<file path="config.mk">
export PLATFORM = sky130hd
export DESIGN_NAME = bnn_layer_seq
export DESIGN_NICKNAME = d
export VERILOG_FILES = /design/src/rtl/bnn_pkg.sv /design/src/rtl/bnn_neuron_eval.sv /design/src/rtl/bnn_layer_seq.sv
export SDC_FILE = /design/constraint.sdc
export NUM_CORES = 2
export LEC_CHECK = 0
export BUFFER_PORTS_ARGS = -buffer_cell sky130_fd_sc_hd__buf_2
export CAP_MARGIN = 20
export CORE_AREA = 2 2 435 437
export DETAILED_ROUTE_END_ITERATION = 8
export DIE_AREA = 0 0 437 439
export GPL_TIMING_DRIVEN = 0
export PLACE_DENSITY = 0.47
export SLEW_MARGIN = 10
export SYNTH_ARGS = -nofsm -noshare
export SYNTH_HDL_FRONTEND = slang
export SYNTH_SLANG_ARGS = --single-unit
</file>
<file path="constraint.sdc">
create_clock -name clk -period 31.5 [get_ports clk]
set_input_delay 4.725 -clock clk [delete_from_list [all_inputs] [get_ports clk]]
set_output_delay 4.725 -clock clk [all_outputs]
set_load 0.01 [all_outputs]
</file>
<file path="src/rtl/bnn_pkg.sv">
// Shared types, per-layer size defaults and the activation threshold
// used by the binary-network layer sequencers.
package bnn_pkg;

  typedef enum logic [1:0] {
    S_IDLE  = 2'd0,
    S_RUN   = 2'd1,
    S_DRAIN = 2'd2,
    S_DONE  = 2'd3
  } bnn_state_e;

  // Layer geometry of the digit-recognition pipeline
  localparam int unsigned L1_IN_WIDTH = 784;
  localparam int unsigned L1_N_OUT    = 512;
  localparam int unsigned L2_IN_WIDTH = 512;
  localparam int unsigned L2_N_OUT    = 64;
  localparam int unsigned L3_IN_WIDTH = 64;
  localparam int unsigned L3_N_OUT    = 10;

  // Neuron fires when twice the agreement count reaches the row width (ties fire)
  function automatic logic bnn_fire(input logic [31:0] cnt_x2, input logic [31:0] width);
    return (cnt_x2 >= width);
  endfunction

endpackage

</file>
<file path="src/rtl/bnn_neuron_eval.sv">
// Combinational binary neuron: XNOR of activation and weight row, popcount,
// then sign activation against half the row width.
module bnn_neuron_eval
  import bnn_pkg::*;
#(
  parameter  int unsigned IN_WIDTH = L2_IN_WIDTH,
  localparam int unsigned CNT_W    = $clog2(IN_WIDTH + 1)
) (
  input  logic [IN_WIDTH-1:0] i_act,
  input  logic [IN_WIDTH-1:0] i_weight,
  output logic                o_fire_c
);

  logic [IN_WIDTH-1:0] w_xnor;
  logic [CNT_W-1:0]    w_cnt;
  logic [CNT_W:0]      w_cnt_x2;
  logic [CNT_W:0]      w_thr;

  assign w_xnor = ~(i_act ^ i_weight);

  always_comb begin
    w_cnt = '0;
    for (int i = 0; i < int'(IN_WIDTH); i++) begin
      w_cnt = w_cnt + CNT_W'(w_xnor[i]);
    end
  end

  // Doubling by shift keeps the compare exact at CNT_W+1 bits
  assign w_cnt_x2 = {w_cnt, 1'b0};
  assign w_thr    = (CNT_W + 1)'(IN_WIDTH);
  assign o_fire_c = bnn_fire(32'(w_cnt_x2), 32'(w_thr));

endmodule

</file>
<file path="src/rtl/bnn_layer_seq.sv">
// Fully-connected binary layer sequencer: latches one activation vector,
// streams N_OUT weight rows from a 1-cycle synchronous ROM, packs results.
module bnn_layer_seq
  import bnn_pkg::*;
#(
  parameter  int unsigned IN_WIDTH = L2_IN_WIDTH,
  parameter  int unsigned N_OUT    = L2_N_OUT,
  localparam int unsigned ADDR_W   = (N_OUT > 1) ? $clog2(N_OUT) : 1
) (
  input  logic                clk,
  input  logic                rst,
  input  logic                in_valid,
  output logic                in_ready,
  input  logic [IN_WIDTH-1:0] in_data,
  output logic                w_en,
  output logic [ADDR_W-1:0]   w_addr,
  input  logic [IN_WIDTH-1:0] w_data,
  output logic                out_valid,
  input  logic                out_ready,
  output logic [N_OUT-1:0]    out_data,
  output logic                busy
);

  localparam logic [ADDR_W-1:0] LAST_K = ADDR_W'(N_OUT - 1);

  bnn_state_e          r_state;
  bnn_state_e          w_state_nxt;
  logic [ADDR_W-1:0]   r_k;
  logic [ADDR_W-1:0]   w_k_nxt;
  logic                w_accept;
  logic [IN_WIDTH-1:0] r_act;
  logic                r_ev_vld;
  logic [ADDR_W-1:0]   r_ev_idx;
  logic                w_fire;
  logic                r_in_ready;
  logic                r_w_en;
  logic                r_out_valid;
  logic                r_busy;
  logic [N_OUT-1:0]    r_out_data;

  bnn_neuron_eval #(
    .IN_WIDTH (IN_WIDTH)
  ) u_eval (
    .i_act    (r_act),
    .i_weight (w_data),
    .o_fire_c (w_fire)
  );

  always_ff @(posedge clk) begin
    if (rst) begin
      r_state <= S_IDLE;
    end else begin
      r_state <= w_state_nxt;
    end
  end

  // Next state and issue index
  always_comb begin
    w_state_nxt = r_state;
    w_k_nxt     = r_k;
    w_accept    = 1'b0;
    case (r_state)
      S_IDLE: begin
        if (in_valid && r_in_ready) begin
          w_accept    = 1'b1;
          w_state_nxt = S_RUN;
          w_k_nxt     = '0;
        end
      end
      S_RUN: begin
        if (r_k == LAST_K) begin
          w_state_nxt = S_DRAIN;
        end else begin
          w_k_nxt = r_k + ADDR_W'(1);
        end
      end
      S_DRAIN: w_state_nxt = S_DONE;
      S_DONE: begin
        if (out_ready) begin
          w_state_nxt = S_IDLE;
        end
      end
      default: w_state_nxt = S_IDLE;
    endcase
  end

  // Registered outputs follow the next state; eval index trails issue by one cycle
  always_ff @(posedge clk) begin
    if (rst) begin
      r_k         <= '0;
      r_act       <= '0;
      r_ev_vld    <= 1'b0;
      r_ev_idx    <= '0;
      r_in_ready  <= 1'b1;
      r_w_en      <= 1'b0;
      r_out_valid <= 1'b0;
      r_busy      <= 1'b0;
      r_out_data  <= '0;
    end else begin
      r_k         <= w_k_nxt;
      r_ev_vld    <= r_w_en;
      r_ev_idx    <= r_k;
      r_in_ready  <= (w_state_nxt == S_IDLE);
      r_w_en      <= (w_state_nxt == S_RUN);
      r_out_valid <= (w_state_nxt == S_DONE);
      r_busy      <= (w_state_nxt == S_RUN) || (w_state_nxt == S_DRAIN);
      if (w_accept) begin
        r_act <= in_data;
      end
      for (int j = 0; j < int'(N_OUT); j++) begin
        if (r_ev_vld && (r_ev_idx == ADDR_W'(j))) begin
          r_out_data[j] <= w_fire;
        end
      end
    end
  end

  assign in_ready  = r_in_ready;
  assign w_en      = r_w_en;
  assign w_addr    = r_k;
  assign out_valid = r_out_valid;
  assign out_data  = r_out_data;
  assign busy      = r_busy;

endmodule
</file>
==> impl_metrics.py <==
metrics = {
    "synth": {
        "synth_warnings": 0,
        "netlist_instances": 4169,
        "synth_top_family_by_area": "adder cells",
        "synth_compound_area_frac": 0.0929,
        "ys_ff_latch": 595,
        "synth_area_leaders": "dfxtp_1 31%, fa_1 26%, nand2_1 10%",
        "yosys.area.top_type": "dfxtp_1",
        "yosys.area_share.simple": 0.116,
        "synthesis.area_um2": 37900,
        "synth_top_area_share": 0.314,
        "avgSynthCellArea_um2": 9.09,
        "synth_nets": 5759,
        "synthMuxAreaShare": 0,
        "synthAdderAreaFrac": 0.283,
        "yosysUniqueCellTypes": 41,
        "seq_area_frac_synth": 0.314,
        "synth_xor_area_frac": 0.119,
    },
    "timing": {
        "tns_ns": 0,
        "rsz0062_at_grt": "false",
        "clock_skew_ns": 0.0355,
        "timing_hold_violations_final": 0,
        "min_period_ns": 14.16,
        "tightest_slew_ns": 1.15,
        "slew_viol_final": 0,
        "fin_crit_sh": 0.449,
        "fmax_mhz": 70.6,
        "setup_violations": 0,
        "slew_headroom": 0.237,
    },
    "cells_and_area": {
        "seqCellArea_um2": 11900,
        "final_common_cell": "buf_2",
        "drive_above_1_share": 0.245,
        "num-fill-cells": 20714,
        "multi_input_area_um2": 23200,
        "nNetsFinal": 6953,
        "areaGrowthSynthToFinish_pct": 30.5,
        "final_cell_mix": "1151 x buf_2, 1035 x nand2_1, 595 x dfxtp_1, 583 x a21oi_1, 517 x inv_1",
    },
    "floorplan": {
        "rows": 159,
        "dieHeight_um": 439,
        "dieArea_um2": 192000,
        "pin_count": 1102,
        "coreArea_um2": 187000,
        "initial_core_util": 0.203,
        "die_x_um": 437,
    },
    "clocking": {
        "ctsHtreeMaxLevel": 3,
        "worst_skew_pair.late_latency_ns": 0.71,
        "cts_hold_buf": 0,
        "cts_max_path_buffers": 3,
        "cts_buffers": 81,
        "cts-resized-gates": 0,
        "cts_setup_buffers": 0,
        "cts_root_buf": "clkbuf_16",
        "clk_pin_slew_ns": 0.06,
        "cts_tree": "yes",
        "cts_num_sinks": 595,
    },
    "detailed_routing": {
        "drt-total-wl_mm": 208,
        "avgRoutedWirePerCell_um": 26.1,
        "drtIter0Drc": 1540,
        "viasPerCell": 4.07,
        "firstDrtPassIters": 6,
        "routed-via-count": 32478,
        "ant_nets": 0,
        "drc": 0,
    },
    "placement": {
        "port_buffers": 1100,
        "place_congestion": 0.925,
        "place_hpwl_mm": 183,
    },
    "global_routing": {
        "grt_pass1_vias": 33721,
        "grt_pass1_wl_mm": 275,
        "grt_antenna_before_repair": 115,
        "track_usage": 0.212,
        "grt_max_degree": 13,
        "grt.overflow.total": 0,
    },
    "worst_setup_path": {
        "cp-start-kind": "input port",
        "crit_path_end_kind": "flop",
        "crit_type": "input port to flop",
        "crit_required_ns": 32.03,
        "slowest_delay_ns": 0.71,
        "cp_slowest_cell": "fa_1",
        "reg2reg_depth": 27,
        "cp_data_arrival_time_ns": 14.68,
        "critPathMostFrequentCell": "fa_1",
        "path_max_fanout": 10,
    },
    "min_path": {
        "hold-path-cell-count": 1,
        "hold_class": "flop to flop",
    },
    "run_status": {
        "status": "finished, final reports clean",
    },
    "flow_run": {
        "drv_cap": 0,
    },
}
-- cells by family (layout without fill, tap and decap cells) --
kind of cell    after synthesis  after routing
flops                       595            595
compound gates              662            662
xor+xnor                    517            517
simple gates               1115           1115
fa+ha+maj                   562            562
buf+inv                     718           1972
other cells                   0             61
-- state kept, by name, indices dropped and copies added (netlist names) --
name and cells:
busy 1, in_ready 1, out_data 64, out_valid 1, r_act 512, r_ev_idx 6
r_ev_vld 1, r_state 2, w_addr 6, w_en 1
-- routing by layer --
metal  global-route usage  share of wire  up-vias
met3               0.0418          0.048      327
met4               0.0650          0.031       76
li1                     -              -    15267
met1                0.235           0.38    15831
met2                0.403           0.54      977
met5                    0         0.0023        -
-- critical path, delay by kind of cell --
family                   cells  cell delay, ns
adder cells (fa/ha/maj)     14            7.29
buffers and inverters        8            0.73
AO/OA/AOI/OAI                4            0.69
XOR/XNOR                     1            0.65
AND/OR/NAND/NOR              1            0.57
-- synthesized netlist by cell type (all sizes together) --
library cell,count
nand2,1035
dfxtp,595
a21oi,583
inv,517
fa,493
xor2,291
xnor2,226
clkbuf,120
buf,81
ha,69
a211oi,67
nor3,22
nor2,19
nor2b,10
nor4,8
nand3,7
nand2b,4
nor4b,3
o21ai,3
a21boi,2
and3,2
or2,2
a2111oi,1
a21o,1
and4,1
nor3b,1
o211ai,1
o21ba,1
o21bai,1
o22ai,1
o31ai,1
or4,1
-- final timing paths --
kind                            from                   endpoint  slack [ns]
max                      w_data[240]  out_data[34]$_SDFFE_PP0P_       17.34
min                  w_en$_SDFF_PP0_        r_ev_vld$_SDFF_PP0_        0.46
max reg2reg  r_act[240]$_SDFFE_PP0P_  out_data[34]$_SDFFE_PP0P_       21.14
min reg2reg          w_en$_SDFF_PP0_        r_ev_vld$_SDFF_PP0_        0.46
-- metrics by stage --
stage	hold slack (ns)	instances	util	area (um2)	setup slack (ns)
floorplan	0.448	4169	-	37900	18.16
global placement	0.447	7764	0.249	46500	16.42
detailed placement	0.454	7775	0.250	46700	16.39
CTS	0.464	7918	0.264	49300	17.17
global route	0.479	7954	0.264	49400	17.05
finish	0.462	7979	0.265	49500	17.34
-- layout make-up --
class / count / area share
Sequential cell: 595 / 0.241
Inverter: 517 / 0.0392
Tap cell: 2495 / 0.0631
Multi-Input combinational cell: 2856 / 0.468
Clock inverter: 39 / 0.00807
Antenna cell: 61 / 0.00309
Timing Repair Buffer: 1111 / 0.115
Clock buffer: 104 / 0.0447
Buffer: 201 / 0.0182
Power is left out: the tool's default activity adds up to more than one toggle a clock period on the data nets, which glitch-free logic cannot reach.
